**config.mk**
```make
export PLATFORM = sky130hd
export DESIGN_NAME = key_fetch_seq_flat
export DESIGN_NICKNAME = d
export VERILOG_FILES = /design/src/rtl/key_fetch_seq_pkg.sv /design/src/rtl/key_fetch_seq_if.sv /design/src/rtl/key_fetch_seq_buf.sv /design/src/rtl/key_fetch_seq.sv /design/src/flat_wrapper.sv
export SDC_FILE = /design/constraint.sdc
export NUM_CORES = 1
export LEC_CHECK = 0
export ABC_AREA = 1
export BUFFER_PORTS_ARGS = -buffer_cell sky130_fd_sc_hd__buf_4
export CAP_MARGIN = 20
export CORE_ASPECT_RATIO = 1.2
export CORE_UTILIZATION = 35
export DETAILED_ROUTE_END_ITERATION = 10
export PLACE_DENSITY = 0.58
export SLEW_MARGIN = 20
export SYNTH_ARGS = -nofsm -noshare
export SYNTH_HDL_FRONTEND = slang
export SYNTH_SLANG_ARGS = --single-unit
```
**constraint.sdc**
```tcl
create_clock -name mclk -period 8 [get_ports mclk]
set_clock_uncertainty 0.05 [all_clocks]
set_input_delay 0 -clock mclk [delete_from_list [all_inputs] [get_ports mclk]]
set_output_delay 0 -clock mclk [all_outputs]
set_load 0.02 [all_outputs]
```
**src/rtl/key_fetch_seq_pkg.sv**
```systemverilog
// Shared definitions for the key ROM fetch sequencer: default geometry and FSM state encoding.
package key_fetch_seq_pkg;

    localparam int KEY_ADDR_MSB_DEF = 4;
    localparam int KEY_WORDS_DEF    = 10;
    localparam int KEY_DW           = 16;

    typedef enum logic {
        ST_IDLE = 1'b0,
        ST_READ = 1'b1
    } fsm_state_e;

endpackage

```
**src/rtl/key_fetch_seq_if.sv**
```systemverilog
// Key word stream towards the HMAC key-load logic (valid/ready, data, index, last marker).
interface key_fetch_seq_if #(
    parameter int AW = 5
) ();
    logic          key_valid;
    logic          key_ready;
    logic [15:0]   key_data;
    logic [AW-1:0] key_idx;
    logic          key_last;

    modport master (output key_valid, output key_data, output key_idx, output key_last,
                    input  key_ready);
    modport slave  (input  key_valid, input  key_data, input  key_idx, input  key_last,
                    output key_ready);
endinterface

```
**src/rtl/key_fetch_seq_buf.sv**
```systemverilog
// Two-entry data+index FIFO between the ROM capture and the key stream; sync flush, zero-on-empty output.
module key_fetch_seq_buf
    import key_fetch_seq_pkg::*;
#(
    parameter int AW = KEY_ADDR_MSB_DEF + 1
) (
    input  logic              clk,
    input  logic              rst,
    input  logic              flush,
    input  logic              push,
    input  logic [KEY_DW-1:0] push_data,
    input  logic [AW-1:0]     push_idx,
    input  logic              pop,
    output logic              out_valid,
    output logic [KEY_DW-1:0] out_data,
    output logic [AW-1:0]     out_idx,
    output logic [1:0]        cnt
);

    logic [KEY_DW-1:0] data0_q, data0_d, data1_q, data1_d;
    logic [AW-1:0]     idx0_q, idx0_d, idx1_q, idx1_d;
    logic [1:0]        cnt_q, cnt_d;

    // Slot 0 is always the head; a pop shifts slot 1 down.
    always_comb begin
        data0_d = data0_q;
        data1_d = data1_q;
        idx0_d  = idx0_q;
        idx1_d  = idx1_q;
        cnt_d   = cnt_q;
        if (flush) begin
            data0_d = '0;
            data1_d = '0;
            idx0_d  = '0;
            idx1_d  = '0;
            cnt_d   = '0;
        end else begin
            case ({push, pop})
                2'b10: begin
                    if (cnt_q == 2'd0) begin
                        data0_d = push_data;
                        idx0_d  = push_idx;
                    end else begin
                        data1_d = push_data;
                        idx1_d  = push_idx;
                    end
                    cnt_d = cnt_q + 2'd1;
                end
                2'b01: begin
                    data0_d = data1_q;
                    idx0_d  = idx1_q;
                    data1_d = '0;
                    idx1_d  = '0;
                    cnt_d   = cnt_q - 2'd1;
                end
                2'b11: begin
                    if (cnt_q == 2'd2) begin
                        data0_d = data1_q;
                        idx0_d  = idx1_q;
                        data1_d = push_data;
                        idx1_d  = push_idx;
                    end else begin
                        data0_d = push_data;
                        idx0_d  = push_idx;
                    end
                end
                default: ;
            endcase
        end
    end

    always_ff @(posedge clk or posedge rst) begin
        if (rst) begin
            data0_q <= '0;
            data1_q <= '0;
            idx0_q  <= '0;
            idx1_q  <= '0;
            cnt_q   <= '0;
        end else begin
            data0_q <= data0_d;
            data1_q <= data1_d;
            idx0_q  <= idx0_d;
            idx1_q  <= idx1_d;
            cnt_q   <= cnt_d;
        end
    end

    assign out_valid = (cnt_q != 2'd0);
    assign out_data  = out_valid ? data0_q : '0;
    assign out_idx   = out_valid ? idx0_q  : '0;
    assign cnt       = cnt_q;

endmodule

```
**src/rtl/key_fetch_seq.sv**
```systemverilog
// Key ROM read sequencer: walks ROM words 0..KEY_WORDS-1 and streams them out while access_ok holds.
//  state   | meaning
//  ST_IDLE | waiting for start; start without access_ok pulses abort
//  ST_READ | issuing ROM reads and streaming words; access_ok loss aborts and flushes
module key_fetch_seq
    import key_fetch_seq_pkg::*;
#(
    parameter int KEY_ADDR_MSB = KEY_ADDR_MSB_DEF,
    parameter int KEY_WORDS    = KEY_WORDS_DEF
) (
    input  logic                  mclk,
    input  logic                  puc_rst,
    input  logic                  start,
    input  logic                  access_ok,
    output logic                  busy,
    output logic                  done,
    output logic                  abort,
    output logic [KEY_ADDR_MSB:0] rom_addr,
    output logic                  rom_cen,
    input  logic [KEY_DW-1:0]     rom_dout,
    key_fetch_seq_if.master       kif
);

    localparam int            AW       = KEY_ADDR_MSB + 1;
    localparam logic [AW-1:0] LAST_IDX = AW'(KEY_WORDS - 1);
    localparam logic [AW-1:0] ONE      = AW'(1);

    fsm_state_e    state_q, state_d;
    logic [AW-1:0] issue_idx_q, issue_idx_d;
    logic          issue_end_q, issue_end_d;
    logic          inflight_q, inflight_d;
    logic [AW-1:0] inflight_idx_q, inflight_idx_d;
    logic [AW-1:0] addr_last_q, addr_last_d;
    logic          done_q, done_d;
    logic          abort_q, abort_d;

    logic              flush, pop, issue, credit_ok, last_hs, kv;
    logic              buf_valid;
    logic [KEY_DW-1:0] buf_data;
    logic [AW-1:0]     buf_idx;
    logic [1:0]        buf_cnt;
    logic [2:0]        occ;

    assign busy = (state_q == ST_READ);
    assign kv   = busy & access_ok & buf_valid;
    assign pop  = kv & kif.key_ready;

    // A word in flight already owns a buffer slot, so it counts against the two credits.
    assign occ       = {1'b0, buf_cnt} + {2'b00, inflight_q} - {2'b00, pop};
    assign credit_ok = (occ < 3'd2);
    assign issue     = busy & access_ok & ~issue_end_q & credit_ok;
    assign last_hs   = pop & (buf_idx == LAST_IDX);

    always_comb begin
        state_d        = state_q;
        issue_idx_d    = issue_idx_q;
        issue_end_d    = issue_end_q;
        inflight_d     = 1'b0;
        inflight_idx_d = inflight_idx_q;
        addr_last_d    = addr_last_q;
        done_d         = 1'b0;
        abort_d        = 1'b0;
        flush          = 1'b0;
        unique case (state_q)
            ST_IDLE: begin
                if (start) begin
                    if (access_ok) state_d = ST_READ;
                    else           abort_d = 1'b1;
                end
            end
            ST_READ: begin
                if (!access_ok) begin
                    state_d        = ST_IDLE;
                    abort_d        = 1'b1;
                    flush          = 1'b1;
                    issue_idx_d    = '0;
                    issue_end_d    = 1'b0;
                    inflight_idx_d = '0;
                end else begin
                    if (issue) begin
                        inflight_d     = 1'b1;
                        inflight_idx_d = issue_idx_q;
                        addr_last_d    = issue_idx_q;
                        if (issue_idx_q == LAST_IDX) issue_end_d = 1'b1;
                        else                         issue_idx_d = issue_idx_q + ONE;
                    end
                    if (last_hs) begin
                        state_d     = ST_IDLE;
                        done_d      = 1'b1;
                        issue_idx_d = '0;
                        issue_end_d = 1'b0;
                    end
                end
            end
            default: state_d = ST_IDLE;
        endcase
    end

    always_ff @(posedge mclk or posedge puc_rst) begin
        if (puc_rst) begin
            state_q        <= ST_IDLE;
            issue_idx_q    <= '0;
            issue_end_q    <= 1'b0;
            inflight_q     <= 1'b0;
            inflight_idx_q <= '0;
            addr_last_q    <= '0;
            done_q         <= 1'b0;
            abort_q        <= 1'b0;
        end else begin
            state_q        <= state_d;
            issue_idx_q    <= issue_idx_d;
            issue_end_q    <= issue_end_d;
            inflight_q     <= inflight_d;
            inflight_idx_q <= inflight_idx_d;
            addr_last_q    <= addr_last_d;
            done_q         <= done_d;
            abort_q        <= abort_d;
        end
    end

    key_fetch_seq_buf #(.AW(AW)) u_buf (
        .clk       (mclk),
        .rst       (puc_rst),
        .flush     (flush),
        .push      (inflight_q),
        .push_data (rom_dout),
        .push_idx  (inflight_idx_q),
        .pop       (pop),
        .out_valid (buf_valid),
        .out_data  (buf_data),
        .out_idx   (buf_idx),
        .cnt       (buf_cnt)
    );

    // Address holds its last issued value between issues so the ROM never sees an out-of-range word.
    assign rom_cen  = ~issue;
    assign rom_addr = issue ? issue_idx_q : addr_last_q;
    assign done     = done_q;
    assign abort    = abort_q;

    assign kif.key_valid = kv;
    assign kif.key_data  = kv ? buf_data : '0;
    assign kif.key_idx   = kv ? buf_idx  : '0;
    assign kif.key_last  = kv & (buf_idx == LAST_IDX);

endmodule

```
**src/flat_wrapper.sv**
```systemverilog
// flat-port wrapper written by rule: the top's interface ports become plain ports
module key_fetch_seq_flat import key_fetch_seq_pkg::*;
#(
    parameter int KEY_ADDR_MSB = KEY_ADDR_MSB_DEF,
    parameter int KEY_WORDS    = KEY_WORDS_DEF
)
  (mclk, puc_rst, start, access_ok, busy, done, abort, rom_addr, rom_cen, rom_dout, kif_key_valid, kif_key_data, kif_key_idx, kif_key_last, kif_key_ready);
  key_fetch_seq_if #(.AW((5))) kif_i ();
  input  logic mclk;
  input  logic puc_rst;
  input  logic start;
  input  logic access_ok;
  output logic busy;
  output logic done;
  output logic abort;
  output logic [KEY_ADDR_MSB:0] rom_addr;
  output logic rom_cen;
  input  logic [KEY_DW-1:0] rom_dout;
  output wire logic [$bits(kif_i.key_valid)-1:0] kif_key_valid;
  output wire logic [$bits(kif_i.key_data)-1:0] kif_key_data;
  output wire logic [$bits(kif_i.key_idx)-1:0] kif_key_idx;
  output wire logic [$bits(kif_i.key_last)-1:0] kif_key_last;
  input wire logic [$bits(kif_i.key_ready)-1:0] kif_key_ready;
  assign kif_key_valid = kif_i.key_valid;
  assign kif_key_data = kif_i.key_data;
  assign kif_key_idx = kif_i.key_idx;
  assign kif_key_last = kif_i.key_last;
  assign kif_i.key_ready = kif_key_ready;
  key_fetch_seq #(.KEY_ADDR_MSB(KEY_ADDR_MSB), .KEY_WORDS(KEY_WORDS)) u_core (.mclk(mclk), .puc_rst(puc_rst), .start(start), .access_ok(access_ok), .busy(busy), .done(done), .abort(abort), .rom_addr(rom_addr), .rom_cen(rom_cen), .rom_dout(rom_dout), .kif(kif_i));
endmodule
```
==> results.json <==
{
  "cts_num_sinks": 64,
  "crit_path_end_kind": "output pin",
  "drc": 0,
  "place.gp.congestion": 0.862,
  "dp_hpwl_mm": 4.97,
  "grt_max_degree": 65,
  "h-tree-depth": 3,
  "yosysTopAreaCell": "dfrtp_1",
  "finalSetupViolCount": 0,
  "synth_top_area_frac": 0.485,
  "initial_core_util": 0.362,
  "period_share": 0.486,
  "grt_overflow": 0,
  "cts_tree": "yes",
  "fill_cells": 936,
  "path_clk_slew_ns": 0.07,
  "die_w_um": 90.7,
  "synth-seq-cells": 64,
  "required_ns": 7.95,
  "hold_class": "in2async",
  "crit_chain": "nor2_2, inv_1, nand2_1, nor2_1, ha_1, nor2_1, inv_1, fa_1, inv_1, nor2_1, nand2_1, nor2_4, inv_2, o21ai_0, buf_4",
  "period_minus_slack_ns": 3.89,
  "yosys_warnings": 0,
  "p_per_area_mw_per_mm2": 282,
  "p_leak_nw": 2.25,
  "synthTopCellsByArea": "dfrtp_1 48%, nand2_1 16%, inv_1 9.7%",
  "antenna_found_initial": 0,
  "port_buffers": 52,
  "yosysMostFrequentCell": "nand2_1",
  "path_class": "reg2out",
  "io_pins": 53,
  "drt-initial-drc-count": 186,
  "synth_seq_area_share": 0.485,
  "diodes": 0,
  "synth_nets": 472,
  "dieArea_mm2": 0.00984,
  "hold_violations": 0,
  "finalNetCount": 540,
  "synth_edf_count": 0,
  "final_util": 0.465,
  "area_delta_synth_final_pct": 28.5,
  "drt_wl_total_mm": 7.39,
  "vias_per_cell": 4.44,
  "grt_usage": 0.163,
  "synth_commonest_cells": "141 x nand2_1, 85 x inv_1, 64 x dfrtp_1",
  "ir_drop_mv": 0.110,
  "first_pass_iters": 5,
  "core.rowCount": 38,
  "cts-root-buf": "clkbuf_8",
  "postSynth.asyncResetShare": 1.00,
  "clock.fmax_ghz": 0.257,
  "setup_tns_ns": 0,
  "vias": 2823,
  "synth_cell_type_count": 26,
  "cts_setup_buffers": 0,
  "synth_area_mm2": 0.00330,
  "cpPeakStageDelay_ns": 0.52,
  "drive_above_1_share": 0.167,
  "crit_arrival_ns": 3.84,
  "cp_slowest_cell": "fa_1",
  "grt_pass1_wl_mm": 12.5,
  "grt_pass1_vias": 2752,
  "slew_headroom": 0.309,
  "synthFlopType": "dfrtp_1",
  "rsz0062_at_grt": "false",
  "worst_pin_slew_ns": 1.04,
  "clockBufferDepth": 2,
  "core_mm2": 0.00913,
  "slew_viol_final": 0,
  "status": "finished, final reports clean",
  "cts_buffers": 9,
  "clk_latency_ns": 0.34,
  "die_h_um": 108,
  "postRouteAntennaNets": 0,
  "syn_inst": 444,
  "cp_max_fo": 21,
  "start_kind": "register",
  "routedWlPerCell_um": 11.6,
  "maxCapViolations": 0,
  "postSynthAreaPerCell_um2": 7.44
}
[layout by cell type (no fill, tap or decap), types with 2 or more instances in the layout]
cell           count
nand2_1          141
inv_1             84
dfrtp_1           64
buf_4             54
nor2_1            35
o21ai_0           26
o22ai_1           26
dlygate4sd3_1     21
clkbuf_8          13
o21ai_1            8
inv_2              7
nand3_1            6
ha_1               6
nor2_2             4
xnor2_1            2
nand4_1            2
xor2_1             2
nor3_1             2
bufinv_16          2
[timing repair]
item                      4_1_cts  5_1_grt
hold buffers                   21        0
hold endpoints to repair       99        0
gates resized for setup         0        0
[worst max-delay path, delay by kind of cell, from the launching register on]
family	cells	cell delay, ns
compound gates	1	0.22
fa+ha+maj	2	0.87
buf+inv	5	0.54
flops	1	0.50
simple gates	7	1.36
[flip-flops by register name, indices dropped and copies added (netlist names)]
name                   flops
u_core.abort               1
u_core.addr_last_q         5
u_core.busy                1
u_core.done                1
u_core.inflight_idx_q      5
u_core.inflight_q          1
u_core.issue_end_q         1
u_core.issue_idx_q         5
u_core.u_buf.cnt           2
u_core.u_buf.data0_q      16
u_core.u_buf.data1_q      16
u_core.u_buf.idx0_q        5
u_core.u_buf.idx1_q        5
[power breakdown]
group / internal, mW / total, mW / switching, mW / leakage (nW)
combinational: 0.141 / 0.369 / 0.228 / 1.29
sequential: 0.433 / 0.502 / 0.0686 / 0.839
clock: 0.208 / 0.328 / 0.120 / 0.122
total: 0.783 / 1.20 / 0.417 / 2.25
[worst paths after layout]
kind                                                   start                                    to  slack, ns  cells after the start
setup / recovery             u_core.u_buf.cnt[1]$_DFFE_PP0P_                           rom_addr[2]       4.11                     15
min in group mclk          u_core.addr_last_q[3]$_DFFE_PP0N_     u_core.addr_last_q[3]$_DFFE_PP0N_       0.43                      2
setup reg to reg             u_core.u_buf.cnt[1]$_DFFE_PP0P_   u_core.u_buf.data0_q[9]$_DFFE_PP0P_       4.15                     13
max in group asynchronous                            puc_rst   u_core.u_buf.data1_q[1]$_DFFE_PP0P_       6.95                      4
hold / removal                                       puc_rst  u_core.u_buf.data1_q[12]$_DFFE_PP0P_       0.41                      4
hold reg to reg            u_core.addr_last_q[3]$_DFFE_PP0N_     u_core.addr_last_q[3]$_DFFE_PP0N_       0.43                      2
[per-layer routing]
layer  global-route usage  share of wire
met1                0.197           0.46
met2                0.277           0.49
met3               0.0281          0.035
met4               0.0864          0.017
met5                    0              0
[cells by family after synthesis]
| family | synth area share |
|---|---|
| simple gates | 0.234 |
| fa+ha+maj | 0.0288 |
| compound gates | 0.114 |
| xor+xnor | 0.0106 |
| buf+inv | 0.128 |
| flops | 0.485 |
[stage by stage]
step	hold WS (ns)	area [µm²]	setup slack (ns)	total power, mW	instances
global route	0.450	4250	3.70	1.29	636
detailed placement	0.180	3790	4.14	0.869	600
CTS	0.423	4240	4.11	1.21	636
global placement	0.164	3790	4.24	0.860	600
finish	0.410	4250	4.11	1.20	636
floorplan	0.0164	3300	5.05	0.769	444
[cell type report]
| type | instances | area (µm²) | share of cell area |
|---|---|---|---|
| clock buffer | 13 | 179 | 0.0421 |
| inverter | 91 | 342 | 0.0805 |
| timing repair buffer | 75 | 616 | 0.145 |
| multi-input combinational | 271 | 1300 | 0.306 |
| sequential | 64 | 1600 | 0.377 |
| clock inverter | 2 | 60.1 | 0.0141 |
| tap | 120 | 150 | 0.0354 |
Note: power is estimated with default switching activity, not from simulation.
